$ cat src/rtl/mem_arb_pkg.sv
// Shared constants and types for the unified-memory port arbiter.
`default_nettype none

package mem_arb_pkg;

  localparam int IF_IDX     = 0;
  localparam int LS_IDX     = 1;
  localparam int WAIT_CNT_W = 4;

  // One-hot {ls, if}: which requester owns the read data returning next cycle
  typedef logic [1:0] resp_sel_t;

endpackage

`default_nettype wire

$ cat src/rtl/mem_port_arbiter_if.sv
// Requester and SRAM bus bundle for mem_port_arbiter; names are from the arbiter's view.
`default_nettype none

interface mem_port_arbiter_if #(
  parameter int ADDR_WIDTH = 10
);

  logic                  i_if_req;
  logic [63:0]           i_if_addr;
  logic                  o_if_gnt;
  logic                  o_if_rvalid;
  logic [31:0]           o_if_rdata;

  logic                  i_ls_req;
  logic                  i_ls_we;
  logic [63:0]           i_ls_addr;
  logic [63:0]           i_ls_wdata;
  logic                  o_ls_gnt;
  logic                  o_ls_rvalid;
  logic [63:0]           o_ls_rdata;

  logic                  o_mem_cs;
  logic                  o_mem_we;
  logic [ADDR_WIDTH-1:0] o_mem_addr;
  logic [63:0]           o_mem_wdata;
  logic [63:0]           i_mem_rdata;

  modport slave (
    input  i_if_req, i_if_addr, i_ls_req, i_ls_we, i_ls_addr, i_ls_wdata, i_mem_rdata,
    output o_if_gnt, o_if_rvalid, o_if_rdata, o_ls_gnt, o_ls_rvalid, o_ls_rdata,
           o_mem_cs, o_mem_we, o_mem_addr, o_mem_wdata
  );

  modport master (
    output i_if_req, i_if_addr, i_ls_req, i_ls_we, i_ls_addr, i_ls_wdata, i_mem_rdata,
    input  o_if_gnt, o_if_rvalid, o_if_rdata, o_ls_gnt, o_ls_rvalid, o_ls_rdata,
           o_mem_cs, o_mem_we, o_mem_addr, o_mem_wdata
  );

endinterface

`default_nettype wire

$ cat src/rtl/mem_arb_age_cnt.sv
// Saturating count of consecutive denied request cycles; expired once the limit is reached.
`default_nettype none

module mem_arb_age_cnt
  import mem_arb_pkg::*;
(
  input  wire logic                  i_clk,
  input  wire logic                  i_rst_n,
  input  wire logic                  i_req,
  input  wire logic                  i_gnt,
  input  wire logic [WAIT_CNT_W-1:0] i_limit,
  output logic                       o_expired
);

  logic [WAIT_CNT_W-1:0] r_cnt;

  always_ff @(posedge i_clk or negedge i_rst_n) begin
    if (!i_rst_n) begin
      r_cnt <= '0;
    end else if (!i_req || i_gnt) begin
      r_cnt <= '0;
    end else if (r_cnt < i_limit) begin
      r_cnt <= r_cnt + 1'b1;
    end
  end

  assign o_expired = (r_cnt == i_limit);

endmodule

`default_nettype wire

$ cat src/rtl/mem_port_arbiter.sv
// Arbitrates fetch and load/store onto one 64-bit single-port SRAM; ls has priority, aged fetch overrides.
// Optional MEM_ARB_PERF_EN adds grant and fetch-stall counters.
`default_nettype none

module mem_port_arbiter
  import mem_arb_pkg::*;
#(
  parameter int ADDR_WIDTH = 10,
  parameter int MAX_WAIT   = 3
) (
  input  wire logic          i_clk,
  input  wire logic          i_rst_n,
  mem_port_arbiter_if.slave  bus
`ifdef MEM_ARB_PERF_EN
  ,
  output logic [31:0]        o_if_gnt_cnt,
  output logic [31:0]        o_ls_gnt_cnt,
  output logic [31:0]        o_if_stall_cnt
`endif
);

  localparam logic [WAIT_CNT_W-1:0] c_max_wait = WAIT_CNT_W'(MAX_WAIT);

  logic      w_expired;
  logic      w_if_gnt;
  logic      w_ls_gnt;
  resp_sel_t r_resp_sel;
  logic      r_if_half;

  mem_arb_age_cnt u_age_cnt (
    .i_clk     (i_clk),
    .i_rst_n   (i_rst_n),
    .i_req     (bus.i_if_req),
    .i_gnt     (w_if_gnt),
    .i_limit   (c_max_wait),
    .o_expired (w_expired)
  );

  // Grants are gated by reset so nothing reaches the SRAM while it is held
  always_comb begin
    w_if_gnt = 1'b0;
    w_ls_gnt = 1'b0;
    if (i_rst_n) begin
      if (bus.i_if_req && (!bus.i_ls_req || w_expired)) begin
        w_if_gnt = 1'b1;
      end else if (bus.i_ls_req) begin
        w_ls_gnt = 1'b1;
      end
    end
  end

  always_comb begin
    bus.o_mem_cs    = 1'b0;
    bus.o_mem_we    = 1'b0;
    bus.o_mem_addr  = '0;
    bus.o_mem_wdata = '0;
    if (w_if_gnt) begin
      bus.o_mem_cs   = 1'b1;
      bus.o_mem_addr = bus.i_if_addr[ADDR_WIDTH+2:3];
    end else if (w_ls_gnt) begin
      bus.o_mem_cs    = 1'b1;
      bus.o_mem_we    = bus.i_ls_we;
      bus.o_mem_addr  = bus.i_ls_addr[ADDR_WIDTH+2:3];
      bus.o_mem_wdata = bus.i_ls_wdata;
    end
  end

  always_ff @(posedge i_clk or negedge i_rst_n) begin
    if (!i_rst_n) begin
      r_resp_sel <= '0;
      r_if_half  <= 1'b0;
    end else begin
      r_resp_sel[IF_IDX] <= w_if_gnt;
      r_resp_sel[LS_IDX] <= w_ls_gnt && !bus.i_ls_we;
      if (w_if_gnt) begin
        r_if_half <= bus.i_if_addr[2];
      end
    end
  end

  assign bus.o_if_gnt    = w_if_gnt;
  assign bus.o_ls_gnt    = w_ls_gnt;
  assign bus.o_if_rvalid = r_resp_sel[IF_IDX];
  assign bus.o_ls_rvalid = r_resp_sel[LS_IDX];
  assign bus.o_if_rdata  = !r_resp_sel[IF_IDX] ? 32'd0 :
                           (r_if_half ? bus.i_mem_rdata[63:32] : bus.i_mem_rdata[31:0]);
  assign bus.o_ls_rdata  = r_resp_sel[LS_IDX] ? bus.i_mem_rdata : 64'd0;

`ifdef MEM_ARB_PERF_EN
  logic [31:0] r_if_gnt_cnt;
  logic [31:0] r_ls_gnt_cnt;
  logic [31:0] r_if_stall_cnt;

  always_ff @(posedge i_clk or negedge i_rst_n) begin
    if (!i_rst_n) begin
      r_if_gnt_cnt   <= '0;
      r_ls_gnt_cnt   <= '0;
      r_if_stall_cnt <= '0;
    end else begin
      if (w_if_gnt)                     r_if_gnt_cnt   <= r_if_gnt_cnt + 32'd1;
      if (w_ls_gnt)                     r_ls_gnt_cnt   <= r_ls_gnt_cnt + 32'd1;
      if (bus.i_if_req && !w_if_gnt)    r_if_stall_cnt <= r_if_stall_cnt + 32'd1;
    end
  end

  assign o_if_gnt_cnt   = r_if_gnt_cnt;
  assign o_ls_gnt_cnt   = r_ls_gnt_cnt;
  assign o_if_stall_cnt = r_if_stall_cnt;
`endif

endmodule

`default_nettype wire

$ cat src/flat_wrapper.sv
// flat-port wrapper written by rule: the top's interface ports become plain ports
module mem_port_arbiter_flat import mem_arb_pkg::*;
#(
  parameter int ADDR_WIDTH = 10,
  parameter int MAX_WAIT   = 3
)
  (i_clk, i_rst_n, bus_i_if_req, bus_i_if_addr, bus_i_ls_req, bus_i_ls_we, bus_i_ls_addr, bus_i_ls_wdata, bus_i_mem_rdata, bus_o_if_gnt, bus_o_if_rvalid, bus_o_if_rdata, bus_o_ls_gnt, bus_o_ls_rvalid, bus_o_ls_rdata, bus_o_mem_cs, bus_o_mem_we, bus_o_mem_addr, bus_o_mem_wdata);
  mem_port_arbiter_if #(.ADDR_WIDTH(ADDR_WIDTH)) bus_i ();
  input  wire logic i_clk;
  input  wire logic i_rst_n;
  input wire logic [$bits(bus_i.i_if_req)-1:0] bus_i_if_req;
  input wire logic [$bits(bus_i.i_if_addr)-1:0] bus_i_if_addr;
  input wire logic [$bits(bus_i.i_ls_req)-1:0] bus_i_ls_req;
  input wire logic [$bits(bus_i.i_ls_we)-1:0] bus_i_ls_we;
  input wire logic [$bits(bus_i.i_ls_addr)-1:0] bus_i_ls_addr;
  input wire logic [$bits(bus_i.i_ls_wdata)-1:0] bus_i_ls_wdata;
  input wire logic [$bits(bus_i.i_mem_rdata)-1:0] bus_i_mem_rdata;
  output wire logic [$bits(bus_i.o_if_gnt)-1:0] bus_o_if_gnt;
  output wire logic [$bits(bus_i.o_if_rvalid)-1:0] bus_o_if_rvalid;
  output wire logic [$bits(bus_i.o_if_rdata)-1:0] bus_o_if_rdata;
  output wire logic [$bits(bus_i.o_ls_gnt)-1:0] bus_o_ls_gnt;
  output wire logic [$bits(bus_i.o_ls_rvalid)-1:0] bus_o_ls_rvalid;
  output wire logic [$bits(bus_i.o_ls_rdata)-1:0] bus_o_ls_rdata;
  output wire logic [$bits(bus_i.o_mem_cs)-1:0] bus_o_mem_cs;
  output wire logic [$bits(bus_i.o_mem_we)-1:0] bus_o_mem_we;
  output wire logic [$bits(bus_i.o_mem_addr)-1:0] bus_o_mem_addr;
  output wire logic [$bits(bus_i.o_mem_wdata)-1:0] bus_o_mem_wdata;
  assign bus_i.i_if_req = bus_i_if_req;
  assign bus_i.i_if_addr = bus_i_if_addr;
  assign bus_i.i_ls_req = bus_i_ls_req;
  assign bus_i.i_ls_we = bus_i_ls_we;
  assign bus_i.i_ls_addr = bus_i_ls_addr;
  assign bus_i.i_ls_wdata = bus_i_ls_wdata;
  assign bus_i.i_mem_rdata = bus_i_mem_rdata;
  assign bus_o_if_gnt = bus_i.o_if_gnt;
  assign bus_o_if_rvalid = bus_i.o_if_rvalid;
  assign bus_o_if_rdata = bus_i.o_if_rdata;
  assign bus_o_ls_gnt = bus_i.o_ls_gnt;
  assign bus_o_ls_rvalid = bus_i.o_ls_rvalid;
  assign bus_o_ls_rdata = bus_i.o_ls_rdata;
  assign bus_o_mem_cs = bus_i.o_mem_cs;
  assign bus_o_mem_we = bus_i.o_mem_we;
  assign bus_o_mem_addr = bus_i.o_mem_addr;
  assign bus_o_mem_wdata = bus_i.o_mem_wdata;
  mem_port_arbiter #(.ADDR_WIDTH(ADDR_WIDTH), .MAX_WAIT(MAX_WAIT)) u_core (.i_clk(i_clk), .i_rst_n(i_rst_n), .bus(bus_i));
endmodule
$ cat config.mk
export PLATFORM = sky130hd
export DESIGN_NAME = mem_port_arbiter_flat
export DESIGN_NICKNAME = d
export VERILOG_FILES = /design/src/rtl/mem_arb_pkg.sv /design/src/rtl/mem_port_arbiter_if.sv /design/src/rtl/mem_arb_age_cnt.sv /design/src/rtl/mem_port_arbiter.sv /design/src/flat_wrapper.sv
export SDC_FILE = /design/constraint.sdc
export NUM_CORES = 1
export LEC_CHECK = 0
export ABC_AREA = 1
export CAP_MARGIN = 20
export CORE_AREA = 5 5 165 167
export CTS_BUF_LIST = sky130_fd_sc_hd__clkbuf_16
export DETAILED_ROUTE_END_ITERATION = 10
export DIE_AREA = 0 0 170 172
export SLEW_MARGIN = 5
export SYNTH_ARGS = -nofsm -noshare
export SYNTH_HDL_FRONTEND = slang
export SYNTH_SLANG_ARGS = --single-unit
$ cat constraint.sdc
create_clock -name i_clk -period 2.08 [get_ports i_clk]
set_clock_uncertainty 0.05 [all_clocks]
set_input_delay 0.416 -clock i_clk [delete_from_list [all_inputs] [get_ports i_clk]]
set_output_delay 0.416 -clock i_clk [all_outputs]
set_load 0.05 [all_outputs]
==> metrics.csv, run 1 <==
metric;value;unit
maxCapViolCount;0;
wl_per_cell;14.0;um
wl;15700;um
final_layout_size_suffix_gt1_share;39.9;%
area.growth.synth_to_final;299;%
start_util;7.71;%
regArea;176;um2
cp_slowest_cell;dfrtp_1;
grt.overflow.total;0;
crit_arrival;1.67;ns
ys_ff_latch;7;
track_usage;9.84;%
grt_max_degree;65;
synthCells;450;
vias;3952;
rows;59;
tritoncts;yes;
hp-class;input port to asynchronous set/reset pin;
die_area;29200;um2
maxSlewViolCount;0;
cp_data_required_time;1.61;ns
path_class;flop to output port;
p_leak;3.82;nW
first_global_vias;4037;
end_kind;output port;
violations;setup timing;
synth_fp_nets;712;
relSlewSlack;67.1;%
yosysSeqAreaShare;8.87;%
crit_fanout;14;
synth_area;1980;um2
startpoint_type;flop;
powerDensity;290;nW/um2
period_needed;2.13;ns
num_antenna_cells;0;
hold_violations;0;
timing.fmax;469;MHz
h-tree-depth;1;
hold_buffers;0;
clk_pin_slew_worst_paths;0.04;ns
outcome;finished with violations;
startpoint;u_core.u_age_cnt.r_cnt[1]$_DFFE_PN0P_;
via_per_inst;3.54;
fp.dieH;172;um
crit_path_max_incr_delay;0.38;ns
post-route-util;30.8;%
cts-root-buf;clkbuf_16;
r2r_start;u_core.u_age_cnt.r_cnt[1]$_DFFE_PN0P_;
setup_viol;40;
mostFrequentLayoutCells;buf_12 (153), clkdlybuf4s50_1 (151), inv_1 (135), nand2_1 (80), nor2_4 (53);
cts_sinks;7;
die_w;170;um
tightest_slew;0.492;ns
cts_buffers;3;
dp.final_hpwl;13400;um
antenna_found_initial;0;
first_iter_violations;100;
place_congestion;0.832;
antenna_left;0;
rsz0062_at_grt;true;
drc_errors;0;
multi_input_area;1710;um2
dr.pass1.iters;4;
yosysWarningCount;0;
clockBufferDepth;2;
setup_ws;-0.0541;ns
crit_path_cell_trace;ha_2, nand2_2, nand2_4, nand2_8, nand2_8, buf_12, nor2_2, buf_12;
final_common_cell;buf_12;
avgSynthCellArea;4.39;um2
n_fill_cell;2673;
num-nets-final;1043;
min_period_over_period;103;%
io_pins;437;
grt_pass1_wl;22700;um
ys_types;15;
fin_tns_setup;-0.894;ns
io_buffers;329;
insertion_delay;0.23;ns
irDropWorstVdd;0.274;mV
core_area;25600;um2
## layout make-up
cell class / count / area share, %
well taps: 335 / 5.31
flip-flops and latches: 7 / 2.24
clock inverters: 1 / 0.0476
clock buffers: 3 / 0.951
repair buffers: 353 / 63.1
inverters: 137 / 6.71
multi-input cells: 279 / 21.7
## cell families (layout without fill, tap and decap cells)
kind of cell / Yosys count / count (layout) / synth area share (%)
simple gates: 244 / 245 / 49.0
xor+xnor: 1 / 1 / 0.443
flops: 7 / 7 / 8.87
compound gates: 32 / 32 / 8.11
fa+ha+maj: 1 / 1 / 0.633
buf+inv: 165 / 494 / 32.9
## sequential cells by signal (all words and copies together), names as in the netlist
name and flops:
u_core.r_resp_sel 2, u_core.u_age_cnt.r_cnt 4, u_core.r_if_half 1
## critical path: cells and delay by family, from the launching register on
| kind | cells | cell delay (ns) |
|---|---|---|
| fa+ha+maj | 1 | 0.20 |
| buf+inv | 2 | 0.34 |
| flops | 1 | 0.38 |
| simple gates | 5 | 0.50 |
## synth_stat cells
library cell  instances  area share (%)
buf_1                 5            0.95
buf_2                 7             1.8
buf_6                 3             1.7
clkbuf_1             13             2.5
dfrtp_1               7             8.9
ha_1                  1            0.63
inv_1               137              26
nand2_1              83              16
nand2_2               3            0.95
nand3_1              12             3.0
nand4_1              11             3.5
nor2_1              134              25
nor2_2                1            0.32
o21ai_0              32             8.1
xor2_1                1            0.44
## per-layer routing
metal,global-route usage (%),part of all wire [%],routed length (um)
met1,9.53,32,5020
met2,18.6,49,7730
met3,4.80,16,2480
met4,2.60,2.7,424
met5,0,0,0
## what timing repair did
action | 4_1_cts | 5_1_grt
resized for setup | 71 | 45
cloned | 4 | 0
pin swaps | 2 | 9
setup buffers | 3 | 3
setup endpoints to repair | 78 | 78
## path summary, 6_finish.rpt
kind                                                              end  slack, ns  cells past startpoint
worst min-delay path                     u_core.r_if_half$_DFFE_PN0N_       0.26                      2
worst max-delay path                              bus_o_mem_wdata[43]      -0.05                      8
min in group i_clk              u_core.u_age_cnt.r_cnt[2]$_DFFE_PN0P_       0.46                      2
max in group asynchronous              u_core.r_resp_sel[1]$_DFF_PN0_       1.51                      2
worst min register to register  u_core.u_age_cnt.r_cnt[2]$_DFFE_PN0P_       0.46                      2
worst max register to register  u_core.u_age_cnt.r_cnt[2]$_DFFE_PN0P_       0.53                      8
## per-stage QoR
stage	cell area [um2]	setup WS (ns)	total power [mW]	hold slack, ns	cells
final	7890	-0.0541	2.29	0.261	1115
after global routing	7890	-0.142	2.41	0.274	1115
after CTS	7710	-0.127	2.29	0.260	1114
after detailed placement	7260	-0.239	1.86	0.450	1103
after global placement	7260	-0.234	1.85	0.447	1103
after floorplan	2150	-0.133	0.911	0.0704	450
## power breakdown
group	switching [mW]	internal, mW
clock	0.0719	0.250
sequential	0.00904	0.148
combinational	0.981	0.829
(Power assumes the default switching activity.)
==> run 2, diff against run 1 <==
--- a/config.mk
+++ b/config.mk
@@ -11,6 +11,7 @@
 export CTS_BUF_LIST = sky130_fd_sc_hd__clkbuf_16
 export DETAILED_ROUTE_END_ITERATION = 10
 export DIE_AREA = 0 0 170 172
+export PLACE_DENSITY = 0.54
 export SLEW_MARGIN = 5
 export SYNTH_ARGS = -nofsm -noshare
 export SYNTH_HDL_FRONTEND = slang
==> run 2 against run 1 <==
  * The flow still finishes with violations (setup timing)
  * Count of clock-buffer cells in the layout unchanged
  * Sequential share of layout area hardly changed
  * Sequential power hardly changed
  * Critical endpoint is now bus_o_mem_wdata[30]
  * Clock power about the same
  * Largest power group unchanged
  * Worst setup slack got worse by 0.023 ns
==> metrics.csv, run 2 (synthesis gave the netlist of run 1 again) <==
metric;value;unit;change
cp_slowest_cell;dfrtp_1;;unchanged
cp_data_required_time;1.61;ns;about the same
crit_fanout;23;;was 14
mostFrequentLayoutCells;clkdlybuf4s50_1 (150), buf_12 (150), inv_1 (135), nand2_1 (81);;was buf_12 (153), clkdlybuf4s50_1 (151), inv_1 (135), nand2_1 (80), nor2_4 (53)
start_util;7.71;%;unchanged
fp.dieH;172;um;unchanged
num-nets-final;1041;;was 1043
cts_buffers;3;;unchanged
hold_buffers;0;;unchanged
wl_per_cell;13.8;um;was 14.0 um
dp.final_hpwl;13400;um;about the same
first_global_vias;3825;;was 4037
antenna_left;0;;unchanged
drc_errors;0;;unchanged
maxSlewViolCount;0;;unchanged
period_needed;2.16;ns;was 2.13 ns
path_class;flop to output port;;unchanged
largest_register;u_core.u_age_cnt.r_cnt;;unchanged
min_period_over_period;104;%;was 103%
relSlewSlack;72.0;%;was 67.1%
p_leak;3.80;nW;was 3.82 nW
post-route-util;30.5;%;was 30.8%
power;2.26;mW;was 2.29 mW
wl_met1;5060;um;was 5020 um
crit_path_max_incr_delay;0.39;ns;was 0.38 ns
met3_length;2710;um;was 2480 um
tightest_slew;0.416;ns;was 0.492 ns
dr.pass1.iters;4;;unchanged
grt.overflow.total;0;;unchanged
grt_pass1_wl;22300;um;was 22700 um
finalInstanceArea;7810;um2;was 7890 um2
core_area;25600;um2;unchanged
clockBufferDepth;2;;unchanged
insertion_delay;0.23;ns;about the same
via_per_inst;3.45;;was 3.54
cts-root-buf;clkbuf_16;;unchanged
setup_viol;46;;was 40
rsz0062_at_grt;true;;unchanged
r2r_cells;8;;unchanged
vias;3842;;was 3952
end_kind;output port;;unchanged
hold_violations;0;;unchanged
grt_max_degree;50;;was 65
timing.fmax;464;MHz;was 469 MHz
io_buffers;329;;unchanged
die_w;170;um;unchanged
maxCapViolCount;0;;unchanged
startpoint_type;flop;;unchanged
hp-class;input port to asynchronous set/reset pin;;unchanged
fin_cells;1113;;was 1115
r2r_slack;0.54;ns;was 0.53 ns
violations;setup timing;;unchanged
tritoncts;yes;;unchanged
area.growth.synth_to_final;295;%;was 299%
die_area;29200;um2;unchanged
powerDensity;290;nW/um2;about the same
largest_registers;u_core.u_age_cnt.r_cnt: 4 flops, u_core.r_resp_sel: 2 flops, u_core.r_if_half: 1 flops;;unchanged
place_congestion;0.802;;was 0.832
h-tree-depth;1;;unchanged
r2r_start;u_core.u_age_cnt.r_cnt[1]$_DFFE_PN0P_;;unchanged
crit_path_cell_trace;ha_2, nand2_2, nand2_2, nand2_4, nand2_8, buf_12, nor2_2, buf_12;;was ha_2, nand2_2, nand2_4, nand2_8, nand2_8, buf_12, nor2_2, buf_12
crit_arrival;1.69;ns;was 1.67 ns
n_fill_cell;2688;;was 2673
place_inst;1104;;was 1103
largest_reg_flops;4;;unchanged
antenna_found_initial;1;;was 0
reg2reg_to;u_core.u_age_cnt.r_cnt[1]$_DFFE_PN0P_;;was u_core.u_age_cnt.r_cnt[2]$_DFFE_PN0P_
track_usage;9.75;%;was 9.84%
placed_area;7290;um2;was 7260 um2
wl;15400;um;was 15700 um
cts_sinks;7;;unchanged
rows;59;;unchanged
final_layout_size_suffix_gt1_share;39.7;%;was 39.9%
io_pins;437;;unchanged
outcome;finished with violations;;unchanged
dr.max_layer_used;met5;;was met4
clk_pin_slew_worst_paths;0.03;ns;was 0.04 ns
setup_ws;-0.0774;ns;was -0.0541 ns
first_iter_violations;126;;was 100
num_antenna_cells;0;;unchanged
irDropWorstVdd;0.227;mV;was 0.274 mV
met2_length;7450;um;was 7730 um
-- run 2: changes by cell type in the layout (fill, tap and decap cells not counted) --
| cell | previous run | this run |
|---|---|---|
| nand2_2 | 3 | 2 |
| clkinv_8 | 1 | 0 |
| nand2_1 | 80 | 81 |
| buf_4 | 42 | 43 |
| buf_8 | 0 | 1 |
| clkdlybuf4s50_1 | 151 | 150 |
| nor2_4 | 53 | 48 |
| nor2_2 | 43 | 48 |
| nand2_8 | 2 | 1 |
| buf_12 | 153 | 150 |
| inv_4 | 1 | 0 |
| inv_2 | 1 | 3 |
| buf_16 | 1 | 2 |
-- run 2: stage by stage --
step	TNS, ns	setup slack, ns	hold slack (ns)
floorplan	-2.45	-0.133	0.0704
detailed placement	-9.68	-0.229	0.451
finish	-1.89	-0.0774	0.293
global route	-5.70	-0.143	0.298
global placement	-10.82	-0.255	0.450
CTS	-2.16	-0.0704	0.292
-- run 2: per-layer routing --
layer	vias up	global-route usage, %
met5	-	0
li1	1915	-
met4	2	1.42
met2	252	18.1
met1	1663	9.55
met3	10	5.83
-- run 2: layout make-up --
| cell class | count | area (um2) | area share [%] |
|---|---|---|---|
| timing repair buffer | 352 | 4960 | 63.5 |
| clock inverter | 1 | 3.75 | 0.0481 |
| sequential | 7 | 176 | 2.26 |
| clock buffer | 3 | 75.1 | 0.961 |
| multi-input combinational | 278 | 1660 | 21.3 |
| tap | 335 | 419 | 5.37 |
| inverter | 137 | 514 | 6.58 |
-- run 2: where the power goes --
group	total [mW]	internal [mW]	leakage, nW	switching [mW]
logic	1.78	0.818	3.67	0.966
clock network	0.319	0.250	0.0423	0.0691
registers	0.160	0.148	0.0919	0.0115
-- run 2: critical path, delay by kind of cell, from the launching register on --
kind                       cells  cell delay (ns)
adders and majority gates      1             0.19
DFF                            1             0.39
buffers and inverters          2             0.36
and+or+nand+nor                5             0.50
-- run 2: worst max-delay path by stage --
stage                                     end                                   from  slack [ns]
after floorplan           bus_o_mem_wdata[55]  u_core.u_age_cnt.r_cnt[0]$_DFFE_PN0P_       -0.13
after CTS                 bus_o_mem_wdata[36]  u_core.u_age_cnt.r_cnt[0]$_DFFE_PN0P_       -0.07
after detailed placement   bus_o_mem_wdata[1]                                i_rst_n       -0.23
final                     bus_o_mem_wdata[30]  u_core.u_age_cnt.r_cnt[1]$_DFFE_PN0P_       -0.08
after global placement     bus_o_mem_wdata[1]                                i_rst_n       -0.25
after global routing      bus_o_mem_wdata[26]  u_core.u_age_cnt.r_cnt[1]$_DFFE_PN0P_       -0.14
-- run 2: repair_timing --
action | 4_1_cts | 5_1_grt
cloned | 2 | 0
pin swaps | 1 | 2
setup buffers | 2 | 1
gates resized for setup | 74 | 22
setup endpoints to repair | 78 | 78
